$ cat config.mk
export PLATFORM = sky130hd
export DESIGN_NAME = log_div_lut_loader
export DESIGN_NICKNAME = d
export VERILOG_FILES = /design/src/rtl/log_div_pkg.sv /design/src/rtl/log_div_valid_pipe.sv /design/src/rtl/log_div_lut_loader.sv
export SDC_FILE = /design/constraint.sdc
export NUM_CORES = 1
export LEC_CHECK = 0
export BUFFER_PORTS_ARGS = -buffer_cell sky130_fd_sc_hd__buf_2
export CAP_MARGIN = 40
export CORE_UTILIZATION = 47
export CTS_BUF_LIST = sky130_fd_sc_hd__clkbuf_8
export DETAILED_ROUTE_END_ITERATION = 6
export PLACE_DENSITY = 0.91
export SYNTH_ARGS = -nofsm -noshare
export SYNTH_HDL_FRONTEND = slang
export SYNTH_SLANG_ARGS = --single-unit
$ cat constraint.sdc
create_clock -name clk -period 3 [get_ports clk]
set_input_delay 0.45 -clock clk [delete_from_list [all_inputs] [get_ports clk]]
set_output_delay 0.45 -clock clk [all_outputs]
set_load 0.02 [all_outputs]
$ cat src/rtl/log_div_pkg.sv
// Shared widths, table geometry and FSM encoding for the log-scale divider front end.
package log_div_pkg;

  localparam int unsigned FLOAT_LEN   = 16;
  localparam int unsigned MANT_LEN    = 10;
  localparam int unsigned LUT_SIZE    = 128;
  localparam int unsigned DIV_LATENCY = 2;
  localparam int unsigned ADDR_W      = $clog2(LUT_SIZE);
  localparam int unsigned PIPE_DEPTH  = DIV_LATENCY + 1;

  localparam logic [FLOAT_LEN-1:0] F16_QNAN = 16'h7E00;
  localparam logic [FLOAT_LEN-1:0] F16_PINF = 16'h7C00;
  localparam logic [FLOAT_LEN-1:0] F16_ONE  = 16'h3C00;

  typedef enum logic [2:0] {
    StFlush,
    StDivRst,
    StFetch,
    StDrain,
    StReady
  } lut_ld_state_t;

endpackage

$ cat src/rtl/log_div_valid_pipe.sv
// Valid-bit delay line that shadows the divider pipeline so results can be tagged.
module log_div_valid_pipe #(
  parameter int unsigned Depth = 3
) (
  input  logic clk,
  input  logic clr,
  input  logic push,
  output logic tail,
  output logic empty
);

  logic [Depth-1:0] stage_q;

  always_ff @(posedge clk) begin
    if (clr) begin
      stage_q <= '0;
    end else begin
      stage_q <= {stage_q[Depth-2:0], push};
    end
  end

  assign tail  = stage_q[Depth-1];
  // Nothing stays in flight after the next shift (the tail leaves on that edge).
  assign empty = ~|stage_q[Depth-2:0];

endmodule

$ cat src/rtl/log_div_lut_loader.sv
// Loads the divider's log2/exp2 tables from ROM after reset or on request, then
// forwards operands to the divider and tags its results with out_valid.
module log_div_lut_loader
  import log_div_pkg::*;
(
  input  logic                 clk,
  input  logic                 rst,
  input  logic                 load_start,
  output logic                 rom_rd,
  output logic [ADDR_W-1:0]    rom_addr,
  input  logic [MANT_LEN-1:0]  rom_log2_data,
  input  logic [FLOAT_LEN-1:0] rom_exp2_data,
  output logic                 div_rst_n,
  output logic                 lut_wr_en,
  output logic [MANT_LEN-1:0]  log2_lut_data_out,
  output logic [FLOAT_LEN-1:0] exp2_lut_data_out,
  input  logic                 in_valid,
  output logic                 in_ready,
  input  logic [FLOAT_LEN-1:0] in_a,
  input  logic [FLOAT_LEN-1:0] in_b,
  output logic [FLOAT_LEN-1:0] div_a,
  output logic [FLOAT_LEN-1:0] div_b,
  input  logic [FLOAT_LEN-1:0] div_result,
  output logic                 out_valid,
  output logic [FLOAT_LEN-1:0] out_result,
  output logic                 busy,
  output logic                 load_done
);

  lut_ld_state_t        state_q;
  logic                 rom_rd_q;
  logic [ADDR_W-1:0]    rom_addr_q;
  logic                 div_rst_n_q;
  logic                 lut_wr_en_q;
  logic                 in_ready_q;
  logic                 load_done_q;
  logic                 busy_q;
  logic [FLOAT_LEN-1:0] div_a_q;
  logic [FLOAT_LEN-1:0] div_b_q;
  logic                 out_valid_q;
  logic [FLOAT_LEN-1:0] out_result_q;

  logic accept;
  logic pipe_tail;
  logic pipe_empty;

  assign accept = in_valid & in_ready_q;

  log_div_valid_pipe #(
    .Depth(PIPE_DEPTH)
  ) u_valid_pipe (
    .clk  (clk),
    .clr  (rst),
    .push (accept),
    .tail (pipe_tail),
    .empty(pipe_empty)
  );

  // rom_addr_q doubles as the fetch counter.
  always_ff @(posedge clk) begin
    if (rst) begin
      state_q     <= StDivRst;
      rom_rd_q    <= 1'b0;
      rom_addr_q  <= '0;
      div_rst_n_q <= 1'b0;
      in_ready_q  <= 1'b0;
      load_done_q <= 1'b0;
      busy_q      <= 1'b1;
    end else begin
      unique case (state_q)
        StDivRst: begin
          state_q     <= StFetch;
          div_rst_n_q <= 1'b1;
          rom_rd_q    <= 1'b1;
          rom_addr_q  <= '0;
        end
        StFetch: begin
          if (rom_addr_q == ADDR_W'(LUT_SIZE - 1)) begin
            state_q    <= StDrain;
            rom_rd_q   <= 1'b0;
            rom_addr_q <= '0;
          end else begin
            rom_addr_q <= rom_addr_q + ADDR_W'(1);
          end
        end
        StDrain: begin
          state_q     <= StReady;
          in_ready_q  <= 1'b1;
          load_done_q <= 1'b1;
          busy_q      <= 1'b0;
        end
        StReady: begin
          if (load_start) begin
            in_ready_q  <= 1'b0;
            load_done_q <= 1'b0;
            busy_q      <= 1'b1;
            // Skip the flush entirely when nothing would still be in flight.
            if (!accept && pipe_empty) begin
              state_q     <= StDivRst;
              div_rst_n_q <= 1'b0;
            end else begin
              state_q <= StFlush;
            end
          end
        end
        StFlush: begin
          if (pipe_empty) begin
            state_q     <= StDivRst;
            div_rst_n_q <= 1'b0;
          end
        end
        default: begin
          state_q <= StDivRst;
        end
      endcase
    end
  end

  always_ff @(posedge clk) begin
    if (rst) begin
      lut_wr_en_q  <= 1'b0;
      div_a_q      <= '0;
      div_b_q      <= '0;
      out_valid_q  <= 1'b0;
      out_result_q <= '0;
    end else begin
      lut_wr_en_q <= rom_rd_q;
      if (accept) begin
        div_a_q <= in_a;
        div_b_q <= in_b;
      end
      out_valid_q  <= pipe_tail;
      out_result_q <= pipe_tail ? div_result : '0;
    end
  end

  // ROM data arrives in the write cycle; gate it so idle cycles present zeros.
  assign log2_lut_data_out = lut_wr_en_q ? rom_log2_data : '0;
  assign exp2_lut_data_out = lut_wr_en_q ? rom_exp2_data : '0;

  assign rom_rd     = rom_rd_q;
  assign rom_addr   = rom_addr_q;
  assign div_rst_n  = div_rst_n_q;
  assign lut_wr_en  = lut_wr_en_q;
  assign in_ready   = in_ready_q;
  assign load_done  = load_done_q;
  assign busy       = busy_q;
  assign div_a      = div_a_q;
  assign div_b      = div_b_q;
  assign out_valid  = out_valid_q;
  assign out_result = out_result_q;

endmodule
==> metrics.txt, run 1 <==
relative slew slack 0.486; class of the tightest hold or removal check input port to register; number of buffers added by the clock tree synthesis step 9; antenna cell count 0; setup repair after global routing missed its margin false; routability-driven placement congestion ratio 0.749; GRT Resource Usage Total 0.216; number of detailed-routing iterations run before antenna repair 4; Post-DRT Antenna Nets 0; number of different library cells in the post-synthesis netlist 35; cells after synthesis 302; Final Slew Violations 0; worst setup path category register to output port; Final Critical Period 1.84 ns; Fin Setup TNS 0 ns; total length of routed met2 wires 3.50 mm; HPWL after detailed placement 4.93 mm; highest ir drop seen on vdd 0.390 mV; Synth area leader dfxtp_1; Post-Route M1 WL 2.53 mm; Core Box Area 5140 µm²; Detailed Route WL 6.63 mm; drt wl/cell 12.4 µm; drt initial violations 103; most common flop cell mapped by yosys dfxtp_1; number of non-filler instances in the completed layout 535; number of nets in the synthesized netlist 381; Post-route DRC 0; final-report hold violation count 0; cell type group with the largest total delay on the critical path flip-flops; cells resized by post-CTS repair 0; Final period util 0.613; Worst Setup Start Kind register; Slowest cell on crit path dfxtp_1; Synth top area share 0.529; post-synth design cell area 2530 µm²; transition time at the pin with the least slew margin 0.770 ns; mean post-synth cell area 8.39 µm²; initial core utilization 0.493; die area 5690 µm²; ordered cell list for the critical path and2_1 > buf_2; dominant cell by count in the synthesized netlist nand2_1; average vias per placed instance 4.81; Placed Cells incl. Taps 519; power per standard cell area 630 nW/µm²; Clock Tree Buf Depth 2; Detail Route met3 WL 514 µm; number of clock sinks seen by CTS 67; H-tree depth 3; status finished clean; vias in the first global route 2218; residual overflow from global routing 0; fraction of final layout cells with drive strength greater than 1 0.402; register bit total from synthesis 67; master cell of the clock root buffer clkbuf_8; maximum number of pins on one net before global-route repair 50; Buf+Inv Stages, Crit Path 1; Hold Worst Slack 0.317 ns; cts-stage hold buffer count 0; # Max-Cap Violations 0; final setup vio count 0; fraction of registers with async set or reset after synthesis 0; fraction of the yosys area taken by sequential cells 0.529; number of input and output port buffers inserted 165; cell types occupying the most area after synthesis dfxtp_1, nand2_1, and2_1, a21oi_1, clkbuf_1; leakage component of the power 1.79 nW; total setup buffers inserted after CTS 0; Syn-to-layout area delta 43.2%; CTS tree done; CP Capture Type output port; standard-cell row count 26; warnings from Yosys 0; nets 539; number of flops mapped to enable cells by yosys 0; WP data arrival 1.39 ns; I/O Pins 166; worst-skew pair later-pin latency 0.32 ns; final worst clock skew 0.00703 ns; Vert. Die Dim 75.4 µm; chip width 75.4 µm; initial antenna violation count 0; highest routing layer actually used met4; CTS clock-pin slew for the worst setup and hold paths 0.08 ns; global-route wire length before repair 9.22 mm; list of most frequent post-synthesis cells nand2_1, dfxtp_1, and2_1; Max FO, Critical Path 27; Required @ worst endpoint 2.55 ns; largest incremental delay on the critical path 0.68 ns; number of vias in the routed layout 2573; top achievable clock speed 0.544 GHz
## flip-flops by register name, summed over array words and instances, names as in the netlist
| name | count |
|---|---|
| div_a | 16 |
| div_b | 16 |
| out_result | 16 |
| rom_addr | 7 |
| state_q | 3 |
| u_valid_pipe.stage_q | 3 |
| busy | 1 |
| div_rst_n | 1 |
| load_done | 1 |
| lut_wr_en | 1 |
| out_valid | 1 |
| rom_rd | 1 |
## path summary, 6_finish.rpt
kind	startpoint	to	slack (ns)	cells after the start
worst max-delay path	lut_wr_en$_SDFF_PP0_	exp2_lut_data_out[5]	1.16	2
worst min-delay path	div_result[9]	out_result[9]$_SDFF_PP0_	0.32	2
worst max register to register	state_q[1]$_SDFFE_PP0P_	rom_addr[4]$_SDFFE_PP0P_	1.33	3
worst min register to register	div_a[12]$_SDFFE_PP0P_	div_a[12]$_SDFFE_PP0P_	0.45	2
## cell usage in the layout, fill, tap and decap left out, types with 2 or more instances in the layout
master / n
a21oi_1: 42
nor2b_1: 6
and2_1: 43
or3_1: 3
buf_4: 2
clkbuf_8: 10
clkinvlp_4: 2
nor2_1: 9
bufinv_16: 2
inv_1: 3
buf_2: 165
nand3_1: 4
o21ai_0: 6
nand2_1: 73
a31oi_1: 3
or3b_1: 2
dfxtp_1: 67
## routing by layer
layer  GRT usage  vias up
met5           0        -
met4      0.0926        0
met2       0.422      109
met1       0.212     1152
li1            -     1303
met3      0.0595        9
## through the flow
stage	instance area, µm²	util	total power, mW	worst slack [ns]
finish	3630	0.706	2.29	1.16
global route	3630	0.706	2.41	1.02
CTS	3630	0.706	2.30	1.13
detailed placement	3400	0.662	1.48	1.34
global placement	3380	0.657	1.46	1.29
floorplan	2530	-	1.31	1.40
## where the power goes
group | switching (mW) | leakage [nW] | total (mW) | internal [mW]
clock | 0.337 | 0.108 | 0.827 | 0.491
combinational | 0.263 | 1.14 | 0.443 | 0.180
sequential | 0.0685 | 0.543 | 1.02 | 0.948
total | 0.668 | 1.79 | 2.29 | 1.62
## cell type report
class                      instances  area [µm²]
clock buffer                      10         138
fill                             422        1510
timing repair buffer             168         868
tap                               70        87.6
multi-input combinational        211        1100
clock inverter                     6        88.8
sequential                        67        1340
inverter                           3        11.3
## kinds of logic after synthesis
| kind of cell | Yosys count | synth area share |
|---|---|---|
| buffers and inverters | 24 | 0.0385 |
| AOI/OAI and AO/OA | 61 | 0.137 |
| DFF | 67 | 0.529 |
| and+or+nand+nor | 147 | 0.283 |
| muxes | 1 | 0.00395 |
| adders and majority gates | 1 | 0.00494 |
| xor gates and xnor gates | 1 | 0.00346 |
No activity file was read; power rests on OpenSTA's default activity.
==> inputs of run 2 (changes only) <==
--- a/config.mk
+++ b/config.mk
@@ -7,10 +7,10 @@
 export LEC_CHECK = 0
 export BUFFER_PORTS_ARGS = -buffer_cell sky130_fd_sc_hd__buf_2
 export CAP_MARGIN = 40
-export CORE_UTILIZATION = 47
+export CORE_UTILIZATION = 43
 export CTS_BUF_LIST = sky130_fd_sc_hd__clkbuf_8
 export DETAILED_ROUTE_END_ITERATION = 6
-export PLACE_DENSITY = 0.91
+export PLACE_DENSITY = 0.85
 export SYNTH_ARGS = -nofsm -noshare
 export SYNTH_HDL_FRONTEND = slang
 export SYNTH_SLANG_ARGS = --single-unit
==> constraint.sdc (replaced) <==
create_clock -name clk -period 1.9 [get_ports clk]
set_input_delay 0.285 -clock clk [delete_from_list [all_inputs] [get_ports clk]]
set_output_delay 0.285 -clock clk [all_outputs]
set_load 0.02 [all_outputs]
==> run 2 against run 1 <==
Wire length fell by 1.4%. Sequential power rose by 55%. Clock power rose by 57%. Clock skew rose by 0.0026 ns. Non-clock buffer count rose by 1. Critical endpoint is now exp2_lut_data_out[0].
==> metrics.txt, run 2 (synthesis gave the netlist of run 1 again) <==
Power Total 3.60 mW (+58%); final setup vio count 0 (unchanged); antenna cell count 0 (unchanged); number of buffers added by the clock tree synthesis step 9 (unchanged); number of detailed-routing iterations run before antenna repair 4 (unchanged); Post-route DRC 0 (unchanged); HPWL after detailed placement 4.90 mm (-0.62%); Clock Tree Buf Depth 2 (unchanged); Core Box Area 5610 µm² (+9.1%); Fin Setup TNS 0 ns (unchanged); r2r endpoint rom_addr[4]$_SDFFE_PP0P_; status finished clean; flop-to-flop setup slack 0.32 ns (-1.01 ns); initial core utilization 0.452 (-0.0412); Required @ worst endpoint 1.62 ns (-0.93 ns); worst-skew pair later-pin latency 0.33 ns (about the same); Post-DRT Antenna Nets 0 (unchanged); Syn-to-layout area delta 42.7%; worst-case hold path end point out_result[9]$_SDFF_PP0_; routability-driven placement congestion ratio 0.765 (+2.2%); commonest cells after routing, fill and taps aside buf_2, nand2_1, dfxtp_1; Final Slew Violations 0 (unchanged); fraction of final layout cells with drive strength greater than 1 0.403 (+0.00128); drt initial violations 91 (-12%); Worst Setup Start Kind register; Max FO, Critical Path 27 (unchanged); nets 540 (+0.19%); top achievable clock speed 0.602 GHz; hold path cells 2 (unchanged); # Max-Cap Violations 0 (unchanged); leakage component of the power 1.79 nW (+0.26%); critical hold path startpoint div_result[9]; vias in the first global route 2300 (+3.7%); transition time at the pin with the least slew margin 0.747 ns (-0.0235 ns); CTS tree done; worst setup path category register to output port; CP Capture Type output port; cts-stage hold buffer count 0 (unchanged); final-report hold violation count 0 (unchanged); die area 6210 µm² (+9.1%); number of clock sinks seen by CTS 67 (unchanged); power per standard cell area 996 nW/µm² (+58%); standard-cell row count 27 (+3.8%); filler cell count 508 (+20%); GRT Resource Usage Total 0.209 (-0.00751); average vias per placed instance 4.81 (about the same); residual overflow from global routing 0 (unchanged); leading cell type in the layout, fill and taps excluded buf_2; Final Critical Period 1.66 ns; H-tree depth 3 (unchanged); chip width 78.8 µm (+4.4%); launching point of the worst reg2reg path state_q[0]$_SDFFE_PP1P_; relative slew slack 0.501 (+0.0157); drt wl/cell 12.1 µm (-2.0%); highest ir drop seen on vdd 0.571 mV (+47%); number of non-filler instances in the completed layout 538 (+0.56%); maximum number of pins on one net before global-route repair 50 (unchanged); I/O Pins 166 (unchanged); setup repair after global routing missed its margin false; Placed Cells incl. Taps 522 (+0.58%); initial antenna violation count 0 (unchanged); Final period util 0.874; class of the tightest hold or removal check input port to register; number of input and output port buffers inserted 165 (unchanged); Detailed Route WL 6.54 mm (-1.4%); cells resized by post-CTS repair 0 (unchanged); total setup buffers inserted after CTS 0 (unchanged); WP data arrival 1.38 ns (about the same); final worst clock skew 0.00961 ns (+0.00258 ns); CTS clock-pin slew for the worst setup and hold paths 0.08 ns (about the same); number of cell instances on the worst register-to-register path 3 (unchanged); global-route wire length before repair 10.1 mm (+9.1%); Hold Worst Slack 0.149 ns (-0.168 ns); Vert. Die Dim 78.8 µm (+4.4%); master cell of the clock root buffer clkbuf_8; number of vias in the routed layout 2587 (+0.54%)
run 2: cell count changes in the layout (fill, tap and decap cells not counted):
| cell | change |
|---|---|
| buf_16 | -1 |
| buf_4 | +2 |
| clkbuf_8 | -1 |
| clkinv_4 | +1 |
| clkinvlp_4 | -2 |
| inv_6 | +2 |
run 2: routing by layer:
| metal | wire length (µm) | up-vias | global-route usage |
|---|---|---|---|
| met5 | 0 | - | 0 |
| met4 | 117 | 0 | 0.106 |
| met3 | 489 | 10 | 0.0506 |
| met2 | 3500 | 109 | 0.396 |
| met1 | 2430 | 1162 | 0.210 |
| li1 | - | 1306 | - |
run 2: layout make-up:
type	instances	area [µm²]	share of cell area
clock buffers	9	124	0.0342
clock inverters	7	100	0.0277
repair buffers	169	856	0.237
inverters	3	11.3	0.00311
multi-input cells	211	1100	0.303
flip-flops and latches	67	1340	0.371
well taps	72	90.1	0.0249
run 2: power by group:
part           leakage, nW  internal [mW]  switching (mW)
Combinational         1.14          0.282           0.434
Sequential           0.543           1.50          0.0886
Clock                0.114          0.750           0.553
run 2: worst max-delay path by stage:
stage,end,startpoint,slack [ns],cells after the start
2_1_floorplan,rom_addr[6]$_SDFFE_PP0P_,rom_addr[1]$_SDFFE_PP0P_,0.30,6
3_3_place_gp,rom_addr[4]$_SDFFE_PP0P_,state_q[0]$_SDFFE_PP1P_,0.41,3
3_5_place_dp,rom_addr[4]$_SDFFE_PP0P_,state_q[0]$_SDFFE_PP1P_,0.34,3
4_1_cts,exp2_lut_data_out[14],lut_wr_en$_SDFF_PP0_,0.19,2
5_1_grt,log2_lut_data_out[7],lut_wr_en$_SDFF_PP0_,0.12,2
6_report,exp2_lut_data_out[0],lut_wr_en$_SDFF_PP0_,0.24,2
run 2: critical path, cell delays in order, from the launching register on:
cell and delay (ns):
dfxtp_1 0.68, and2_1 0.22, buf_2 0.16
run 2: stage by stage:
step / instance area (µm²) / setup slack [ns] / util
2_1_floorplan: 2530 / 0.305 / -
3_3_place_gp: 3390 / 0.415 / 0.605
3_5_place_dp: 3390 / 0.345 / 0.605
4_1_cts: 3620 / 0.194 / 0.645
5_1_grt: 3620 / 0.119 / 0.645
6_report: 3620 / 0.240 / 0.645
